--- src/rtl/mc_pkg.sv ---
// Shared types and ISA encodings for the multi-cycle controller.
// Imported by mc_ctrl and alu_dec.
package mc_pkg;

  typedef enum logic [3:0] {
    S_IDLE,
    S_FETCH,
    S_DECODE,
    S_MEMADR,
    S_MEMRD,
    S_MEMWB,
    S_MEMWR,
    S_EXEC,
    S_ALUWB,
    S_BRANCH,
    S_JUMP,
    S_HALT
  } state_t;

  localparam logic [5:0] OP_RTYPE = 6'b000000;
  localparam logic [5:0] OP_LW    = 6'b100011;
  localparam logic [5:0] OP_SW    = 6'b101011;
  localparam logic [5:0] OP_BEQ   = 6'b000100;
  localparam logic [5:0] OP_J     = 6'b000010;

  localparam logic [5:0] FUNCT_ADD = 6'b100000;
  localparam logic [5:0] FUNCT_SUB = 6'b100010;
  localparam logic [5:0] FUNCT_AND = 6'b100100;
  localparam logic [5:0] FUNCT_OR  = 6'b100101;
  localparam logic [5:0] FUNCT_SLT = 6'b101010;

  localparam logic [2:0] ALU_AND = 3'b000;
  localparam logic [2:0] ALU_OR  = 3'b001;
  localparam logic [2:0] ALU_ADD = 3'b010;
  localparam logic [2:0] ALU_SUB = 3'b110;
  localparam logic [2:0] ALU_SLT = 3'b111;

  localparam logic [1:0] SRCB_B    = 2'b00;
  localparam logic [1:0] SRCB_ONE  = 2'b01;
  localparam logic [1:0] SRCB_IMM  = 2'b10;
  localparam logic [1:0] SRCB_BOFF = 2'b11;

  localparam logic [1:0] PCSRC_ALU    = 2'b00;
  localparam logic [1:0] PCSRC_ALUOUT = 2'b01;
  localparam logic [1:0] PCSRC_JUMP   = 2'b10;

  // Terminal states are the only places START is re-sampled after IDLE.
  function automatic logic is_terminal(input state_t s);
    return (s == S_MEMWB) || (s == S_MEMWR) || (s == S_ALUWB) ||
           (s == S_BRANCH) || (s == S_JUMP);
  endfunction

endpackage

--- src/rtl/alu_dec.sv ---
// R-type function decoder: maps Funct to an ALU operation and flags
// function codes the datapath cannot execute.
module alu_dec
  import mc_pkg::*;
(
  input  logic [5:0] funct,
  output logic [2:0] alu_ctl,
  output logic       legal
);

  always_comb begin
    alu_ctl = ALU_ADD;
    legal   = 1'b1;
    case (funct)
      FUNCT_ADD: alu_ctl = ALU_ADD;
      FUNCT_SUB: alu_ctl = ALU_SUB;
      FUNCT_AND: alu_ctl = ALU_AND;
      FUNCT_OR:  alu_ctl = ALU_OR;
      FUNCT_SLT: alu_ctl = ALU_SLT;
      default:   legal   = 1'b0;
    endcase
  end

endmodule

--- src/rtl/mc_ctrl.sv ---
// Moore-style multi-cycle control FSM for the shared-datapath CPU.
// Optional MC_CTRL_PERF_EN adds busy-cycle and retired-instruction counters.
module mc_ctrl
  import mc_pkg::*;
(
  input  logic       CLK,
  input  logic       RST_N,
  input  logic       START,
  input  logic [5:0] Op,
  input  logic [5:0] Funct,
  input  logic       Zero,
  output logic       PCEn,
  output logic       IorD,
  output logic       MemWrite,
  output logic       IRWrite,
  output logic       RegDst,
  output logic       MemtoReg,
  output logic       RegWrite,
  output logic       ALUSrcA,
  output logic [1:0] ALUSrcB,
  output logic [2:0] ALUCtl,
  output logic [1:0] PCSource,
  output logic       Busy,
  output logic       Halt
`ifdef MC_CTRL_PERF_EN
  ,
  output logic [15:0] CycleCnt,
  output logic [15:0] InstrCnt
`endif
);

  state_t     state;
  state_t     state_next;
  logic [2:0] funct_ctl;
  logic       funct_legal;
  logic       pc_write;
  logic       pc_write_cond;

  alu_dec u_alu_dec (
    .funct   (Funct),
    .alu_ctl (funct_ctl),
    .legal   (funct_legal)
  );

  always_ff @(posedge CLK or negedge RST_N) begin
    if (!RST_N) state <= S_IDLE;
    else        state <= state_next;
  end

  always_comb begin
    state_next = state;
    case (state)
      S_IDLE:   if (START) state_next = S_FETCH;
      S_FETCH:  state_next = S_DECODE;
      S_DECODE: begin
        case (Op)
          OP_RTYPE:     state_next = funct_legal ? S_EXEC : S_HALT;
          OP_LW, OP_SW: state_next = S_MEMADR;
          OP_BEQ:       state_next = S_BRANCH;
          OP_J:         state_next = S_JUMP;
          default:      state_next = S_HALT;
        endcase
      end
      // The IR is only reloaded in FETCH, so Op still names lw/sw here.
      S_MEMADR: state_next = (Op == OP_SW) ? S_MEMWR : S_MEMRD;
      S_MEMRD:  state_next = S_MEMWB;
      S_EXEC:   state_next = S_ALUWB;
      S_MEMWB, S_MEMWR, S_ALUWB, S_BRANCH, S_JUMP:
        state_next = START ? S_FETCH : S_IDLE;
      S_HALT:   state_next = S_HALT;
      default:  state_next = S_IDLE;
    endcase
  end

  always_comb begin
    IorD          = 1'b0;
    MemWrite      = 1'b0;
    IRWrite       = 1'b0;
    RegDst        = 1'b0;
    MemtoReg      = 1'b0;
    RegWrite      = 1'b0;
    ALUSrcA       = 1'b0;
    ALUSrcB       = SRCB_B;
    ALUCtl        = ALU_ADD;
    PCSource      = PCSRC_ALU;
    pc_write      = 1'b0;
    pc_write_cond = 1'b0;
    case (state)
      S_IDLE, S_HALT: ALUCtl = ALU_AND;
      S_FETCH: begin
        IRWrite  = 1'b1;
        pc_write = 1'b1;
        ALUSrcB  = SRCB_ONE;
      end
      S_DECODE: ALUSrcB = SRCB_BOFF;
      S_MEMADR: begin
        ALUSrcA = 1'b1;
        ALUSrcB = SRCB_IMM;
      end
      S_MEMRD: IorD = 1'b1;
      S_MEMWB: begin
        MemtoReg = 1'b1;
        RegWrite = 1'b1;
      end
      S_MEMWR: begin
        IorD     = 1'b1;
        MemWrite = 1'b1;
      end
      S_EXEC: begin
        ALUSrcA = 1'b1;
        ALUCtl  = funct_ctl;
      end
      S_ALUWB: begin
        RegDst   = 1'b1;
        RegWrite = 1'b1;
      end
      S_BRANCH: begin
        ALUSrcA       = 1'b1;
        ALUCtl        = ALU_SUB;
        PCSource      = PCSRC_ALUOUT;
        pc_write_cond = 1'b1;
      end
      S_JUMP: begin
        PCSource = PCSRC_JUMP;
        pc_write = 1'b1;
      end
      default: ;
    endcase
  end

  // PCEn is the one output allowed to follow the ALU flag within the cycle.
  assign PCEn = pc_write | (pc_write_cond & Zero);
  assign Busy = (state != S_IDLE) && (state != S_HALT);
  assign Halt = (state == S_HALT);

`ifdef MC_CTRL_PERF_EN
  always_ff @(posedge CLK or negedge RST_N) begin
    if (!RST_N) begin
      CycleCnt <= 16'd0;
      InstrCnt <= 16'd0;
    end else begin
      if (Busy)               CycleCnt <= CycleCnt + 16'd1;
      if (is_terminal(state)) InstrCnt <= InstrCnt + 16'd1;
    end
  end
`endif

endmodule
--- config.mk ---
export PLATFORM = sky130hd
export DESIGN_NAME = mc_ctrl
export DESIGN_NICKNAME = d
export VERILOG_FILES = /design/src/rtl/mc_pkg.sv /design/src/rtl/alu_dec.sv /design/src/rtl/mc_ctrl.sv
export SDC_FILE = /design/constraint.sdc
export NUM_CORES = 1
export LEC_CHECK = 0
export ABC_AREA = 1
export CAP_MARGIN = 20
export CORE_MARGIN = 1
export CORE_UTILIZATION = 30
export CTS_BUF_LIST = sky130_fd_sc_hd__clkbuf_2
export CTS_CLUSTER_DIAMETER = 50
export DETAILED_ROUTE_END_ITERATION = 12
export DONT_BUFFER_PORTS = 1
export GPL_TIMING_DRIVEN = 0
export PLACE_DENSITY = 0.44
export SYNTH_ARGS = -nofsm -noshare
export SYNTH_HDL_FRONTEND = slang
export SYNTH_SLANG_ARGS = --single-unit
--- constraint.sdc ---
create_clock -name CLK -period 1.7 [get_ports CLK]
set_input_delay 0.255 -clock CLK [delete_from_list [all_inputs] [get_ports CLK]]
set_output_delay 0.255 -clock CLK [all_outputs]
set_load 0.1 [all_outputs]
==> results of run 1 <==
## final cells by class
| cell class | count | share of cell area |
|---|---|---|
| Tap cell | 16 | 0.0188 |
| Clock buffer | 3 | 0.0141 |
| Timing Repair Buffer | 24 | 0.229 |
| Multi-Input combinational cell | 76 | 0.563 |
| Inverter | 18 | 0.0777 |
| Sequential cell | 4 | 0.0978 |
## logic make-up after synthesis
| family | Yosys count |
|---|---|
| AOI/OAI and AO/OA | 7 |
| buffers and inverters | 18 |
| and+or+nand+nor | 69 |
| DFF | 4 |
## final timing paths
path                           from   endpoint
setup / recovery           state[3]  ALUCtl[2]
hold / removal                Op[3]   state[1]
setup reg to reg           state[0]   state[1]
hold reg to reg            state[1]   state[0]
max in group asynchronous     RST_N   state[1]
min in group asynchronous     RST_N   state[3]
## cell usage after synthesis
master / instances
nand2_1: 20
o22ai_1: 1
o21ai_0: 1
a21oi_1: 4
nand3_1: 12
nor4_1: 1
nand2_2: 2
inv_2: 2
nor2_2: 3
nor2_4: 1
o211ai_1: 1
nand4_1: 2
nor2_1: 28
dfrtp_1: 4
inv_1: 16
## routing by layer
layer | global-route usage | share of wire | wire, um
met2 | 0.355 | 0.52 | 993
met1 | 0.223 | 0.40 | 765
met3 | 0.0723 | 0.064 | 122
met5 | 0 | 0 | 0
met4 | 0.0727 | 0.016 | 31
## per-stage QoR
step	setup slack, ns	utilization
2_1_floorplan	-0.391	-
3_3_place_gp	-0.478	0.408
5_1_grt	-0.677	0.689
6_report	-0.599	0.689
3_5_place_dp	-0.472	0.408
4_1_cts	-0.580	0.610
## critical path, stage by stage, from the launching register on
cell	delay [ns]
dfrtp_1	0.39
inv_4	0.06
nor2_4	0.15
inv_4	0.05
nor2_4	0.60
nor2_4	0.05
nor2_4	0.52
## timing repair
item,CTS,global route
gates resized for setup,42,20
gates cloned,0,0
endpoints found under the setup margin,17,18
buffers inserted,14,13
hold endpoints to repair,4,0
hold buffers,1,0
pin swaps,17,15
==> results by group, run 1 <==
Synth
  • Top cells by area, synth: nor2_1 (21%), dfrtp_1 (20%), nand2_1 (15%), nand3_1 (12%), inv_1 (12%)
  • Adder-Cell Fraction of Synth Area: 0
  • Mapped Cells: 98
  • Sequential share of the synthesized area: 0.197
  • Simple-gate area share of the yosys netlist: 0.594
  • Post-synthesis mux area share: 0
  • Synthesized net count: 114
  • Synth Area per Inst: 5.18 um2
  • Unique masters post-synth: 15
  • Synth Warn #: 0
  • Area share of the largest cell type after synthesis: 0.207
  • Number of synthesized register bits: 4
  • Post-synth top area cell: nor2_1
  • Synth Area in Compound Gates: 0.0764
  • Mapped cell area: 508 um2
  • Largest family of logic cells by synthesized area: simple AND/OR/NAND/NOR gates
  • Xor/xnor share of the synthesized area: 0

Job
  • Max-Cap Viols: 0

Route
  • Via count: 728
  • DR vias/cell: 5.16
  • Routed WL: 1910 um
  • Initial DRC count: 12
  • Drt pass-1 iters: 5
  • Routed len/inst: 13.6 um
  • DRC viols: 0
  • Post-route ant nets: 0

Placed design
  • IO Port Bufs: 0
  • Placer congestion estimate: 0.748
  • Cell Area, Placed: 629 um2
  • Placed cells: 114
  • HPWL after DPL: 1150 um

STA
  • Setup repair after global routing missed its margin: yes
  • Setup violators final: 19
  • Final min period: 2.30 ns
  • Max frequency: 0.435 GHz
  • Slew Viols, Final: 0
  • Slew HR: 0.451
  • Setup ws final: -0.599 ns
  • Final hold violations: 0
  • Worst clock skew: 0.00451 ns
  • Fin crit share: 1.35
  • Post-route setup TNS: -5.44 ns
  • Slew of the pin with the lowest slew margin: 0.817 ns
  • Hold slack: 0.203 ns

Critical path
  • Worst reg2reg setup slack: -0.14 ns
  • Worst EP required: 1.44 ns
  • Worst Reg-to-Reg Cells: 6
  • Worst Path Class, Setup: flip-flop to primary output
  • Startpoint class of the critical path: flip-flop
  • Critical path arrival: 2.04 ns
  • Critical-path maximum fanout: 4
  • Worst setup EP type: primary output

Clock network
  • TritonCTS clock tree: yes
  • CTS max path bufs: 2
  • Total clock buffers created by CTS: 3
  • Clock transition at path regs: 0.05 ns
  • Root Driver: clkbuf_2
  • CTS sink cnt: 4
  • Number of H-tree levels: 1
  • Clock Latency Late Sink: 0.21 ns

Cells and area
  • Most common cell after layout, fill and taps aside: nor2_1
  • Reg with most FFs: state
  • # diodes: 0
  • Nets: 143
  • Top flop regs: state (4)
  • Largest register FFs: 4
  • Layout filler cell count: 129
  • Final Cell Area: 0.00106 mm2
  • Fraction of layout cells with a size suffix above 1: 0.552
  • Fin cells: 141
  • Commonest non-fill, non-tap cells in the layout: nor2_1 (15), nor2_4 (14), buf_6 (14)
  • Reg area: 104 um2
  • Area of the multi-input gates: 598 um2
  • Area Overhead vs Synth: 109%

Floorplan
  • Initial cell density of the core: 0.330
  • IO Pins: 33
  • Chip height: 43.2 um
  • Area of the die: 0.00186 mm2
  • Row count: 14
  • Core area: 0.00154 mm2
  • Die X: 43.2 um

GRT
  • First-pass GRT wire length: 2860 um
  • Antenna violations before repair: 0
  • Grt ovf: 0
  • Vias in the first global route: 705
  • Largest net degree at the start of global routing: 6
  • All-Layer GR Usage: 0.203

Min path
  • Worst hold path class: input port to flip-flop
  • Hold depth: 2

Status
  • Run status: complete, but fails checks
  • Failing checks: negative setup slack
Power of run 1 is left out: the tool's default activity adds up to more than one toggle a clock period on the data nets, which glitch-free logic cannot reach.
==> run 2, diff against run 1 <==
- CAP_MARGIN: 20 -> 40
==> run 2 against run 1 <==
The flow still finishes with violations (negative setup slack). Setup slack improved by 0.061 ns. Routed wire length decreased by 8.7%. Hold slack improved by 0.014 ns. Sequential share of layout area increased by 0.63 points. Utilization decreased by 5.0 points. Register-to-register slack improved by 0.16 ns. Design area decreased by 7.2%. First-iteration DRC count decreased by 50%. Clock-buffer cell count unchanged. Critical path type unchanged.
==> results by group, run 2 (synthesis gave the netlist of run 1 again) <==
STA
  • Slew of the pin with the lowest slew margin: 0.743 ns (-0.0732 ns)
  • Final min period: 2.24 ns (-0.0614 ns)
  • Worst clock skew: 0.00515 ns (+0.000643 ns)
  • Setup repair after global routing missed its margin: yes
  • Max frequency: 0.447 GHz (+2.7%)
  • Final hold violations: 0 (unchanged)
  • Slew Viols, Final: 0 (unchanged)
  • Setup violators final: 8 (-11)
  • Setup ws final: -0.537 ns (+0.0614 ns)
  • Slew HR: 0.503 (+0.0527)
  • Fin crit share: 1.32 (-0.0361)
  • Hold slack: 0.217 ns (+0.0140 ns)

Critical path
  • Critical path arrival: 1.98 ns (-0.06 ns)
  • Origin of the critical flop-to-flop path: state[3]
  • Worst EP required: 1.44 ns (about the same)
  • Startpoint class of the critical path: flip-flop
  • Worst Path Class, Setup: flip-flop to primary output
  • Critical-path maximum fanout: 4 (unchanged)
  • CP startpoint: state[3]
  • Worst setup EP type: primary output

Floorplan
  • IO Pins: 33 (unchanged)
  • Area of the die: 0.00186 mm2 (unchanged)
  • Die X: 43.2 um (unchanged)
  • Row count: 14 (unchanged)
  • Initial cell density of the core: 0.330 (unchanged)
  • Chip height: 43.2 um (unchanged)
  • Core area: 0.00154 mm2 (unchanged)

Route
  • Via count: 685 (-5.9%)
  • DRC viols: 0 (unchanged)
  • Met2 wire len: 928 um (-6.5%)
  • Routed len/inst: 12.7 um (-6.1%)
  • Post-route ant nets: 0 (unchanged)
  • Initial DRC count: 6 (-6)
  • Routed length on met3: 94 um (-23%)
  • Routed WL: 1750 um (-8.7%)
  • Drt pass-1 iters: 3 (-2)
  • M1 WL: 714 um (-6.7%)
  • Top layer in use: met4
  • DR vias/cell: 5.00 (-3.2%)

Cells and area
  • Reg area: 103 um2 (-1.2%)
  • Area Overhead vs Synth: 94.1%
  • # diodes: 0 (unchanged)
  • Reg with most FFs: state
  • Layout filler cell count: 132 (+2.3%)
  • Commonest non-fill, non-tap cells in the layout: nor2_1 (14), nand2_1 (12), nand3_1 (12)
  • Area of the multi-input gates: 536 um2 (-10%)
  • Top flop regs: state (4)
  • Nets: 139 (-2.8%)
  • Fraction of layout cells with a size suffix above 1: 0.529 (-0.0231)
  • Most common cell after layout, fill and taps aside: nor2_1
  • Largest register FFs: 4 (unchanged)

Clock network
  • CTS max path bufs: 2 (unchanged)
  • Clock Latency Late Sink: 0.20 ns (about the same)
  • TritonCTS clock tree: yes
  • CTS sink cnt: 4 (unchanged)
  • Number of H-tree levels: 1 (unchanged)
  • Root Driver: clkbuf_2
  • Total clock buffers created by CTS: 3 (unchanged)
  • Clock transition at path regs: 0.05 ns (about the same)

GRT
  • Vias in the first global route: 709 (+0.57%)
  • All-Layer GR Usage: 0.197 (-0.00588)
  • First-pass GRT wire length: 2790 um (-2.4%)
  • Grt ovf: 0 (unchanged)
  • Antenna violations before repair: 0 (unchanged)
  • Largest net degree at the start of global routing: 7 (+1)

Placed design
  • HPWL after DPL: 1250 um (+8.6%)
  • Placer congestion estimate: 0.748 (unchanged)
  • IO Port Bufs: 0 (unchanged)

Min path
  • Worst hold start: Op[3]
  • Worst hold path class: input port to flip-flop

Status
  • Failing checks: negative setup slack
  • Run status: complete, but fails checks

Job
  • Max-Cap Viols: 0 (unchanged)
==> run 2: changes by cell type in the layout (fill, tap and decap cells not counted), moves of 2 or more <==
cell | before | now
buf_12 | 0 | 2
buf_6 | 14 | 4
buf_8 | 1 | 5
nand2_4 | 5 | 7
nand3_1 | 10 | 12
nand3_4 | 2 | 0
nor2_2 | 3 | 8
nor2_4 | 14 | 10
==> run 2: final cells by class <==
cell class | instances | area share
multi-input combinational | 76 | 0.543
timing repair buffer | 20 | 0.234
sequential | 4 | 0.104
inverter | 18 | 0.0838
tap | 16 | 0.0203
clock buffer | 3 | 0.0152
==> run 2: worst max-delay path, stage by stage (launching register included) <==
cell and delay [ns]:
dfrtp_1 0.37, inv_2 0.08, nor2_4 0.11, inv_4 0.05, nor2_4 0.59, nor2_4 0.07, nor2_4 0.50
==> run 2: metal layers <==
metal	global-route usage	up-vias
met2	0.349	26
met3	0.0511	2
met1	0.233	304
met5	0	-
met4	0.0485	0
li1	-	353
==> run 2: what timing repair did <==
action	in CTS	in global routing
buffers inserted	11	3
endpoints found under the setup margin	12	13
hold buffers	1	0
gates resized for setup	24	16
hold endpoints to repair	4	0
pin swaps	7	9
gates cloned	0	0
==> run 2: worst paths after layout <==
check	slack (ns)	cells past startpoint	end
setup / recovery	-0.54	6	ALUCtl[2]
hold / removal	0.22	2	state[1]
setup reg to reg	0.02	7	state[3]
hold reg to reg	0.74	5	state[0]
max in group asynchronous	1.19	1	state[0]
min in group asynchronous	0.32	1	state[3]
==> run 2: per-stage QoR <==
stage / cells / utilization / worst slack [ns] / setup TNS [ns] / instance area (um2)
floorplan: 98 / - / -0.391 / -1.15 / 609
global placement: 114 / 0.408 / -0.478 / -1.98 / 629
detailed placement: 121 / 0.476 / -0.481 / -1.15 / 734
CTS: 136 / 0.594 / -0.551 / -2.00 / 916
global route: 137 / 0.640 / -0.604 / -2.60 / 986
finish: 137 / 0.640 / -0.537 / -1.91 / 986
Power of run 2 is left out for the same reason.
